**src/rtl/mult_block_engine.sv**
```systemverilog
// Multiply / multiply-accumulate engine: fills memory addresses 0..N-1 with results, then streams the block back.
// Optional macro MULT_SATURATE_EN: accumulate mode clamps at 2**WIDTH-1 instead of wrapping.
module mult_block_engine #(
  parameter int IN_WIDTH   = 16,
  parameter int WIDTH      = 32,
  parameter int ADDR_WIDTH = 6
) (
  input  logic                  clk,
  input  logic                  rst,
  input  logic                  EN_mult,
  input  logic [IN_WIDTH-1:0]   mult_input0,
  input  logic [IN_WIDTH-1:0]   mult_input1,
  input  logic                  acc_mode,
  output logic                  RDY_mult,
  output logic                  EN_writeMem,
  output logic [ADDR_WIDTH-1:0] writeMem_addr,
  output logic [WIDTH-1:0]      writeMem_val,
  input  logic                  EN_blockRead,
  output logic                  EN_readMem,
  output logic [ADDR_WIDTH-1:0] readMem_addr,
  input  logic [WIDTH-1:0]      readMem_val,
  output logic                  VALID_memVal,
  output logic [WIDTH-1:0]      memVal_data,
  output logic                  LAST_memVal
);

  localparam int CW = ADDR_WIDTH + 1;
  localparam int DEPTH = 2 ** ADDR_WIDTH;
  localparam logic [CW-1:0] DEPTH_C = CW'(DEPTH);
  localparam logic [CW-1:0] LAST_C  = CW'(DEPTH - 1);

  typedef enum logic [2:0] {IDLE, WRITE, DRAIN, DONE, READ} state_t;

  state_t stateReg, stateNext;
  logic rdy, readEn, accept, startBlock;

  logic [CW-1:0]         writeCount;
  logic                  accMode;
  logic [WIDTH-1:0]      accReg;
  logic                  opValid;
  logic [IN_WIDTH-1:0]   opA, opB;
  logic [ADDR_WIDTH-1:0] opAddr;

  logic [ADDR_WIDTH-1:0] rdAddr, lastAddr;
  logic                  rdPending, rdPendingLast;

  logic [2*IN_WIDTH-1:0] prodRaw;
  logic [WIDTH-1:0]      product, accSum;

  always_ff @(posedge clk or posedge rst) begin
    if (rst) stateReg <= IDLE;
    else     stateReg <= stateNext;
  end

  always_comb begin
    stateNext = stateReg;
    rdy       = 1'b0;
    readEn    = 1'b0;
    case (stateReg)
      IDLE: begin
        rdy = 1'b1;
        if (EN_mult) stateNext = WRITE;
      end
      WRITE: begin
        rdy = (writeCount < DEPTH_C);
        if (!EN_mult || writeCount == LAST_C) stateNext = DRAIN;
      end
      DRAIN: begin
        // the final write leaves stage two on this edge, so the block is complete
        if (!opValid) stateNext = DONE;
      end
      DONE: begin
        rdy = !EN_blockRead;
        if (EN_blockRead) stateNext = READ;
        else if (EN_mult) stateNext = WRITE;
      end
      READ: begin
        readEn = 1'b1;
        if (rdAddr == lastAddr) stateNext = DONE;
      end
      default: stateNext = IDLE;
    endcase
  end

  assign RDY_mult     = rdy & ~rst;
  assign accept       = EN_mult & rdy;
  assign startBlock   = accept & ((stateReg == IDLE) || (stateReg == DONE));
  assign EN_readMem   = readEn;
  assign readMem_addr = rdAddr;
  assign lastAddr     = writeCount[ADDR_WIDTH-1:0] - ADDR_WIDTH'(1);

  assign prodRaw = {{IN_WIDTH{1'b0}}, opA} * {{IN_WIDTH{1'b0}}, opB};
  assign product = WIDTH'(prodRaw);

`ifdef MULT_SATURATE_EN
  logic [WIDTH:0] accWide;
  assign accWide = {1'b0, accReg} + {1'b0, product};
  // once clamped, any further addition overflows again, so the clamp sticks
  assign accSum  = accWide[WIDTH] ? {WIDTH{1'b1}} : accWide[WIDTH-1:0];
`else
  assign accSum  = accReg + product;
`endif

  // write pipeline: operand register, then product/accumulate register driving the memory
  always_ff @(posedge clk or posedge rst) begin
    if (rst) begin
      writeCount    <= '0;
      accMode       <= 1'b0;
      accReg        <= '0;
      opValid       <= 1'b0;
      opA           <= '0;
      opB           <= '0;
      opAddr        <= '0;
      EN_writeMem   <= 1'b0;
      writeMem_addr <= '0;
      writeMem_val  <= '0;
    end else begin
      opValid     <= accept;
      EN_writeMem <= opValid;
      if (accept) begin
        opA    <= mult_input0;
        opB    <= mult_input1;
        opAddr <= startBlock ? '0 : writeCount[ADDR_WIDTH-1:0];
      end
      if (opValid) begin
        writeMem_addr <= opAddr;
        writeMem_val  <= accMode ? accSum : product;
        if (accMode) accReg <= accSum;
      end
      if (startBlock) begin
        writeCount <= CW'(1);
        accMode    <= acc_mode;
        accReg     <= '0;
      end else if (accept) begin
        writeCount <= writeCount + CW'(1);
      end
    end
  end

  // read pipeline: address issue, memory latency, registered output word
  always_ff @(posedge clk or posedge rst) begin
    if (rst) begin
      rdAddr        <= '0;
      rdPending     <= 1'b0;
      rdPendingLast <= 1'b0;
      VALID_memVal  <= 1'b0;
      LAST_memVal   <= 1'b0;
      memVal_data   <= '0;
    end else begin
      if (readEn) rdAddr <= (rdAddr == lastAddr) ? '0 : rdAddr + ADDR_WIDTH'(1);
      rdPending     <= readEn;
      rdPendingLast <= readEn && (rdAddr == lastAddr);
      VALID_memVal  <= rdPending;
      LAST_memVal   <= rdPending & rdPendingLast;
      if (rdPending) memVal_data <= readMem_val;
    end
  end

endmodule

```
**config.mk**
```make
export PLATFORM = sky130hd
export DESIGN_NAME = mult_block_engine
export DESIGN_NICKNAME = d
export VERILOG_FILES = /design/src/rtl/mult_block_engine.sv
export SDC_FILE = /design/constraint.sdc
export NUM_CORES = 1
export LEC_CHECK = 0
export CAP_MARGIN = 10
export CORE_AREA = 2 2 228 230
export DETAILED_ROUTE_END_ITERATION = 8
export DIE_AREA = 0 0 230 232
export PLACE_DENSITY_LB_ADDON = 0.25
export SLEW_MARGIN = 5
export SYNTH_ARGS = -nofsm -noshare
export SYNTH_HDL_FRONTEND = slang
export SYNTH_SLANG_ARGS = --single-unit
export TNS_END_PERCENT = 5
```
**constraint.sdc**
```tcl
create_clock -name clk -period 24.1 [get_ports clk]
set_input_delay 7.23 -clock clk [delete_from_list [all_inputs] [get_ports clk]]
set_output_delay 7.23 -clock clk [all_outputs]
set_load 0.005 [all_outputs]
```
# --- After elaboration in Yosys (flattened, before gate mapping) ---
# Index checks and enable logic that the tools add are counted.
word_totals:
  ff_bits: 163
  latchBits: 0
  mem_bits_rw: 0
  rom_bits: 0
  inputBits: 69
  out_inout_bits: 81
  elab_cells: 64
  mem_count: 0
classes:
  n_addsub: 4
  multipliers: 1
  n_div: 0
  magnitude_cmp: 1
  n_eq_ne: 9
  shifts: 0
  n_mux: 16
  bitwise: 5
  n_reduce_logical: 11
ops:
  columns: ["cell", "n"]
  rows:
  - ["$mux W32", 4]
  - ["$add A32 B32 Y32", 1]
  - ["$mul A16 B16 Y32", 1]
  - ["$mux W3", 5]
  - ["$pmux W3 S5", 1]
  - ["$mux W7", 2]
  - ["$mux W6", 2]
  - ["$add A7 B1 Y7 const B", 1]
  - ["$eq A7 B6 Y1 const B", 1]
  - ["$lt A7 B7 Y1 const B", 1]
  - ["$add A6 B1 Y6 const B", 1]
  - ["$eq A3 B2 Y1 const B", 2]
  - ["$eq A6 B6 Y1", 1]
  - ["$ne A2 B2 Y1 const B", 3]
  - ["$reduce_bool A2 Y1", 3]
  - ["$sub A6 B1 Y6 const B", 1]
  - ["$and A1 B1 Y1", 4]
  - ["$eq A3 B1 Y1 const B", 1]
  - ["$eq A3 B3 Y1 const B", 1]
  - ["$logic_not A3 Y1", 1]
  - ["$pmux W1 S3", 1]
  - ["$reduce_and A3 Y1", 1]
  - ["$logic_not A1 Y1", 2]
  - ["$logic_or A1 B1 Y1", 2]
  - ["other kinds (4)", 4]

# --- Longest topological paths before layout ---
# Gate-level depths: netlist of run 1.
depth:
  depth_word: 6
  mapped_depth: 34
  ltp_nobuf: 32

# --- Least setup slack after synthesis of run 1 ---
# Ideal clock, no wire load.
synth_timing:
  kind: "in2out"
  start: "in rst"
  end: "out RDY_mult"
  arrival_ns: 11.030
  required_time_ns: 16.870
  path_slack_ns: 5.840
  stages: 2
  n_path_buf: 0
  path_cell_list: "inv_1 > and2_1"
synth_via:
  elab_chain_cells: 2
synth_rtl:
  columns: ["element", "line_no", "rtl"]
  rows:
  - ["from (decl)", "9", "input logic rst,"]
  - ["$not A1 Y1", "85", "assign RDY_mult = rdy & ~rst;"]
  - ["$and A1 B1 Y1", "85", null]
  - ["to (decl)", "14", "output logic RDY_mult,"]
# Every way passes these cells.

# --- Worst setup path after layout of run 1 ---
# Same ends and word-level chain as after synthesis.

==> results of run 1 <==
-- per-layer routing --
metal / vias to the layer above / track usage [%] / routed length [µm]
met2: 268 / 28.6 / 20700
met4: 4 / 5.06 / 724
li1: 6037 / - / -
met1: 6453 / 21.3 / 18800
met3: 48 / 4.86 / 2610
met5: - / 0 / 23
-- cell type report --
type / count / area, µm²
tap: 680 / 851
inverter: 248 / 936
sequential: 163 / 4080
clock inverter: 15 / 183
clock buffer: 17 / 425
timing repair buffer: 162 / 1590
multi-input combinational: 1350 / 11300
fill: 5201 / 31500
-- Yosys cell counts, types with 6 or more instances --
library cell	instances
nand3_1	25
mux2i_1	13
buf_1	6
nor3_1	11
nor2_1	76
ha_1	141
xor2_1	26
nand2b_1	9
a21o_1	18
clkbuf_1	68
dfrtp_1	163
inv_1	247
a31oi_1	13
nand4_1	6
and2_1	120
mux2_2	42
o21ai_0	42
a21oi_1	110
o21bai_1	10
fa_1	195
xnor2_1	45
nand2_1	367
-- registers in the layout, indices dropped and copies added, names as in the netlist, 3 cells and up --
name and cells:
opA 16, opAddr 6, writeCount 7, readMem_addr 6, stateReg 3, accReg 32
writeMem_val 32, opB 16, memVal_data 32, writeMem_addr 6
-- kinds of logic after synthesis --
family / after synthesis / share of synthesized area, %
simple gates: 638 / 17.1
fa+ha+maj: 336 / 34.0
buf+inv: 325 / 7.45
compound gates: 250 / 9.55
flops: 163 / 24.5
xor+xnor: 71 / 3.73
mux: 55 / 3.62
-- through the flow --
stage / std cells / hold slack (ns)
final: 2635 / 0.468
after global placement: 2603 / 0.445
after CTS: 2635 / 0.473
after detailed placement: 2603 / 0.454
after global routing: 2635 / 0.502
after floorplan: 1838 / 0.352
-- placed cells by master, fill, tap and decap left out, types with 6 or more instances in the layout --
| cell | instances |
|---|---|
| and2_1 | 120 |
| clkdlybuf4s50_1 | 149 |
| buf_4 | 13 |
| mux2i_1 | 13 |
| o21bai_1 | 10 |
| inv_1 | 246 |
| dfrtp_1 | 162 |
| fa_1 | 195 |
| xor2_1 | 26 |
| clkbuf_16 | 17 |
| nor2_1 | 76 |
| nand2_1 | 367 |
| a21o_1 | 18 |
| a21oi_1 | 110 |
| ha_1 | 141 |
| mux2_2 | 42 |
| nand2b_1 | 9 |
| nand4_1 | 6 |
| nor3_1 | 11 |
| o21ai_0 | 42 |
| a31oi_1 | 13 |
| nand3_1 | 25 |
| xnor2_1 | 45 |
-- critical path, delay by kind of cell --
family,cells,cell delay (ns)
buf+inv,3,1.44
simple gates,1,0.22
-- worst max-delay path by stage --
stage	from	to	slack (ns)	depth (start not counted)
floorplan	rst	RDY_mult	5.84	2
global placement	rst	RDY_mult	7.86	4
detailed placement	rst	RDY_mult	7.86	4
CTS	rst	RDY_mult	7.87	4
global route	rst	RDY_mult	7.79	4
finish	rst	RDY_mult	7.92	4
==> metrics.md, run 1 <==
| Metric | Value |
|---|---|
| Status | finished, final reports clean |
| CP max stage cell | clkdlybuf4s50_1 |
| RSZ-0062 raised after global routing | false |
| Core Area | 50,900 µm² |
| Post-DR wirelength/cell | 16.3 µm |
| CP Class | in -> out |
| Die Ht | 232 µm |
| Finish-stage setup viols | 0 |
| Port Buffers | 149 |
| Clock latency at the later pin of the worst-skew pair | 0.49 ns |
| Number of global-route vias before repair | 13,866 |
| First-pass DRT Iterations | 5 |
| Final hold violation count | 0 |
| First-pass GRT wire length | 72,500 µm |
| Num Clock Sinks | 163 |
| Worst Slack Setup Final | 7.92 ns |
| ANT cells | 0 |
| GRT overflow | 0 |
| Initial Utilization | 32.7% |
| GR Util All Layers | 17.0% |
| Post-Synthesis Cells | 1,838 |
| CP Data Required Time | 16.87 ns |
| Dominant cell type by area after synthesis | dfrtp_1 |
| Clock transition at path regs | 0.07 ns |
| Initial antenna violation count | 2 |
| Most area-consuming cells after synthesis | dfrtp_1 24%, fa_1 23%, ha_1 11% |
| Path depth of the worst reg2reg path | 29 |
| Synthesized area | 16,600 µm² |
| Synth-to-Final Area Change | 16.5% |
| Initial DRC Count | 574 |
| Worst Skew | 0.0253 ns |
| Post-synth EDFFs | 0 |
| Most used DFF post-synth | dfrtp_1 |
| CP cell instances | clkdlybuf4s50_1 -> inv_6 -> and2_1 -> clkdlybuf4s50_1 |
| Yosys top cell area share | 24.5% |
| Pre-CTS setup slack | 7.86 ns |
| Crit-path max cell delay | 0.51 ns |
| Slew Limit Headroom | 43.3% |
| Placed instance area | 18,800 µm² |
| Routed Antenna Nets | 0 |
| FF-to-FF End | accReg[30]$_DFFE_PP0P_ |
| Crit Reg-Reg Startpoint | opA[11]$_DFFE_PP0P_ |
| Crit path launch type | primary input |
| Critical path capture point type | primary output |
| CTS Buf Count | 17 |
| Final core utilization | 38.1% |
| CTS Root Cell | clkbuf_16 |
| Ports | 150 |
| Hold Crit Start | opAddr[3]$_DFFE_PP0P_ |
| Fraction of layout instances using a drive strength above 1 | 5.68% |
| Max cap viols | 0 |
| CTS tree | built |
| Syn nets | 2,243 |
| Avg Vias per Cell | 4.86 |
| # nets final | 2,347 |
| Fin. max-slew vios | 0 |
| Fmax | 61.8 MHz |
| Hold path endpoint | opAddr[3]$_DFFE_PP0P_ |
| Crit-path most repeated cell | clkdlybuf4s50_1 |
| Cell variety after synth | 68 |
| DPL Wire Length | 32,800 µm |
| Clk buf depth | 2 |
| Via count | 12,810 |
| Worst hold path depth | 2 |
| R2R setup slack | 15.26 ns |
| Post-cts resize count | 0 |
| Largest net degree at the start of global routing | 71 |
| Post-synthesis average cell area | 9.06 µm² |
| Final Cell Area | 19,400 µm² |
| CP Data Arrival Time | 8.95 ns |
| Post-route DRC | 0 |
| DIE AREA | 53,400 µm² |
| Cell Rows | 83 |
| H-tree levels | 4 |
| Total negative slack | 0 ns |
| Tightest Pin Transition | 0.851 ns |
| Hold Buf Count CTS | 0 |
| Final Wtd Congestion | 0.816 |
| Post-route clock period utilization | 67.1% |
| Critical path peak fanout | 70 |
| Sequential element share of the synthesized area | 24.5% |
| Post-Route WL | 42,800 µm |
| Hold Path Class | reg -> reg |
| Tmin final | 16.18 ns |
| Setup bufs post-CTS | 0 |
| Die W | 230 µm |
| Yosys Warn Count | 0 |
| Ys async rst share | 100% |
| Post-synthesis sequential element count | 163 |
Power of run 1 is not shown: default switching activity piles up to over one toggle a cycle in this logic, so the estimate is an artifact.
==> run 2: changes to the inputs <==
==> constraint.sdc (replaced) <==
create_clock -name clk -period 14.83 [get_ports clk]
set_input_delay 4.449 -clock clk [delete_from_list [all_inputs] [get_ports clk]]
set_output_delay 4.449 -clock clk [all_outputs]
set_load 0.005 [all_outputs]
==> run 2 against run 1 <==
Net effect:
- highest routed layer is now met4
- clock-buffer cell count up 1
- via count is 0.32% higher
- design area fell by 0.23%
==> metrics.md, run 2 (synthesis gave the netlist of run 1 again) <==
| Metric | Value |
|---|---|
| Status | finished, final reports clean |
| Final Wtd Congestion | 0.834 |
| Crit Reg-Reg Startpoint | opA[10]$_DFFE_PP0P_ |
| Slew Limit Headroom | 40.4% |
| Avg Vias per Cell | 4.88 |
| Number of global-route vias before repair | 14,065 |
| CTS tree | built |
| CTS Root Cell | clkbuf_16 |
| RSZ-0062 raised after global routing | false |
| Post-route DRC | 0 |
| CP Class | in -> out |
| Fin. max-slew vios | 0 |
| Routed Antenna Nets | 0 |
| Synth-to-Final Area Change | 16.2% |
| Critical path peak fanout | 3 |
| Core Area | 50,900 µm² |
| Ports | 150 |
| CP cell instances | clkdlybuf4s50_1 -> nand2b_1 -> a211oi_1 -> and2_1 -> clkdlybuf4s50_1 |
| # nets final | 2,345 |
| Port Buffers | 149 |
| CP Data Required Time | 10.38 ns |
| Tmin final | 10.48 ns |
| Worst Skew | 0.0151 ns |
| GRT overflow | 0 |
| FF-to-FF End | accReg[30]$_DFFE_PP0P_ |
| Commonest non-fill, non-tap cell in the layout | nand2_1 |
| DIE AREA | 53,400 µm² |
| CP max stage cell | clkdlybuf4s50_1 |
| Clock transition at path regs | 0.07 ns |
| Clk buf depth | 2 |
| Initial Utilization | 32.7% |
| Num Clock Sinks | 163 |
| Final Cell Area | 19,300 µm² |
| Post-cts resize count | 0 |
| H-tree levels | 4 |
| Total negative slack | 0 ns |
| Final core utilization | 38.0% |
| GR Util All Layers | 17.1% |
| R2R setup slack | 6.06 ns |
| Fin Hold WS | 0.470 ns |
| Crit path from | EN_blockRead |
| Post-Route WL | 43,300 µm |
| Fraction of layout instances using a drive strength above 1 | 5.58% |
| Setup bufs post-CTS | 0 |
| Critical path capture point type | primary output |
| First-pass GRT wire length | 72,500 µm |
| Clock latency at the later pin of the worst-skew pair | 0.49 ns |
| Tightest Pin Transition | 0.893 ns |
| Cell Rows | 83 |
| Die Ht | 232 µm |
| Most frequent cells in the layout | 367 x nand2_1, 246 x inv_1, 195 x fa_1, 162 x dfrtp_1, 149 x clkdlybuf4s50_1 |
| Crit path launch type | primary input |
| Hold Path Class | reg -> reg |
| ANT cells | 0 |
| DPL Wire Length | 32,900 µm |
| Final hold violation count | 0 |
| Finish-stage setup viols | 0 |
| Initial antenna violation count | 0 |
| Placed instance area | 18,800 µm² |
| Post-route clock period utilization | 70.7% |
| Fmax | 95.4 MHz |
| Worst Setup EP | RDY_mult |
| Crit-path max cell delay | 0.51 ns |
| Hold Buf Count CTS | 0 |
| Initial DRC Count | 565 |
| Crit-path most repeated cell | clkdlybuf4s50_1 |
| Via count | 12,851 |
| CP Data Arrival Time | 6.03 ns |
| Post-DR wirelength/cell | 16.4 µm |
| Largest regs | accReg x32, memVal_data x32, writeMem_val x32 |
| Die W | 230 µm |
| Largest net degree at the start of global routing | 68 |
| CTS Buf Count | 17 |
| Max cap viols | 0 |
| First-pass DRT Iterations | 5 |
| Path depth of the worst reg2reg path | 29 |
## run 2: cell types whose count changed in the layout (fill, tap and decap cells not counted)
cell,delta
inv_6,+1
clkinv_8,-1
clkinv_2,+1
bufinv_16,-1
buf_4,-2
inv_8,-1
clkbuf_8,+1
## run 2: worst min-delay path by stage
| stage | start | to | slack (ns) | cells after the start |
|---|---|---|---|---|
| CTS | opAddr[3]$_DFFE_PP0P_ | opAddr[3]$_DFFE_PP0P_ | 0.47 | 2 |
| finish | opAddr[3]$_DFFE_PP0P_ | opAddr[3]$_DFFE_PP0P_ | 0.47 | 2 |
| global route | rdPendingLast$_DFF_PP0_ | LAST_memVal$_DFF_PP0_ | 0.49 | 1 |
| floorplan | rdPending$_DFF_PP0_ | VALID_memVal$_DFF_PP0_ | 0.35 | 0 |
| detailed placement | opAddr[3]$_DFFE_PP0P_ | opAddr[3]$_DFFE_PP0P_ | 0.45 | 2 |
| global placement | rdPendingLast$_DFF_PP0_ | LAST_memVal$_DFF_PP0_ | 0.44 | 1 |
## run 2: final cells by class
class | count | area (µm²)
Multi-Input combinational cell | 1350 | 11300
Clock inverter | 14 | 139
Fill cell | 5246 | 31500
Inverter | 248 | 936
Tap cell | 680 | 851
Timing Repair Buffer | 160 | 1570
Sequential cell | 163 | 4080
Clock buffer | 18 | 439
## run 2: routing by layer
| layer | up-vias | share of wire [%] | track usage (%) |
|---|---|---|---|
| met4 | 0 | 2.0 | 5.38 |
| met2 | 297 | 46 | 28.4 |
| met1 | 6465 | 45 | 21.6 |
| met5 | - | 0 | 0 |
| met3 | 57 | 6.5 | 4.84 |
| li1 | 6032 | - | - |
## run 2: worst max-delay path, delay by kind of cell
family                 cells  cell delay, ns
AO/OA/AOI/OAI              1            0.30
buffers and inverters      2            0.95
AND/OR/NAND/NOR            2            0.35
## run 2: per-stage QoR
step                      worst slack, ns  std cells
after floorplan                      2.13       1838
after global placement               4.30       2601
after detailed placement             4.36       2601
after CTS                            4.35       2633
after global routing                 4.28       2633
final                                4.35       2633
Power of run 2 is left out for the same reason.
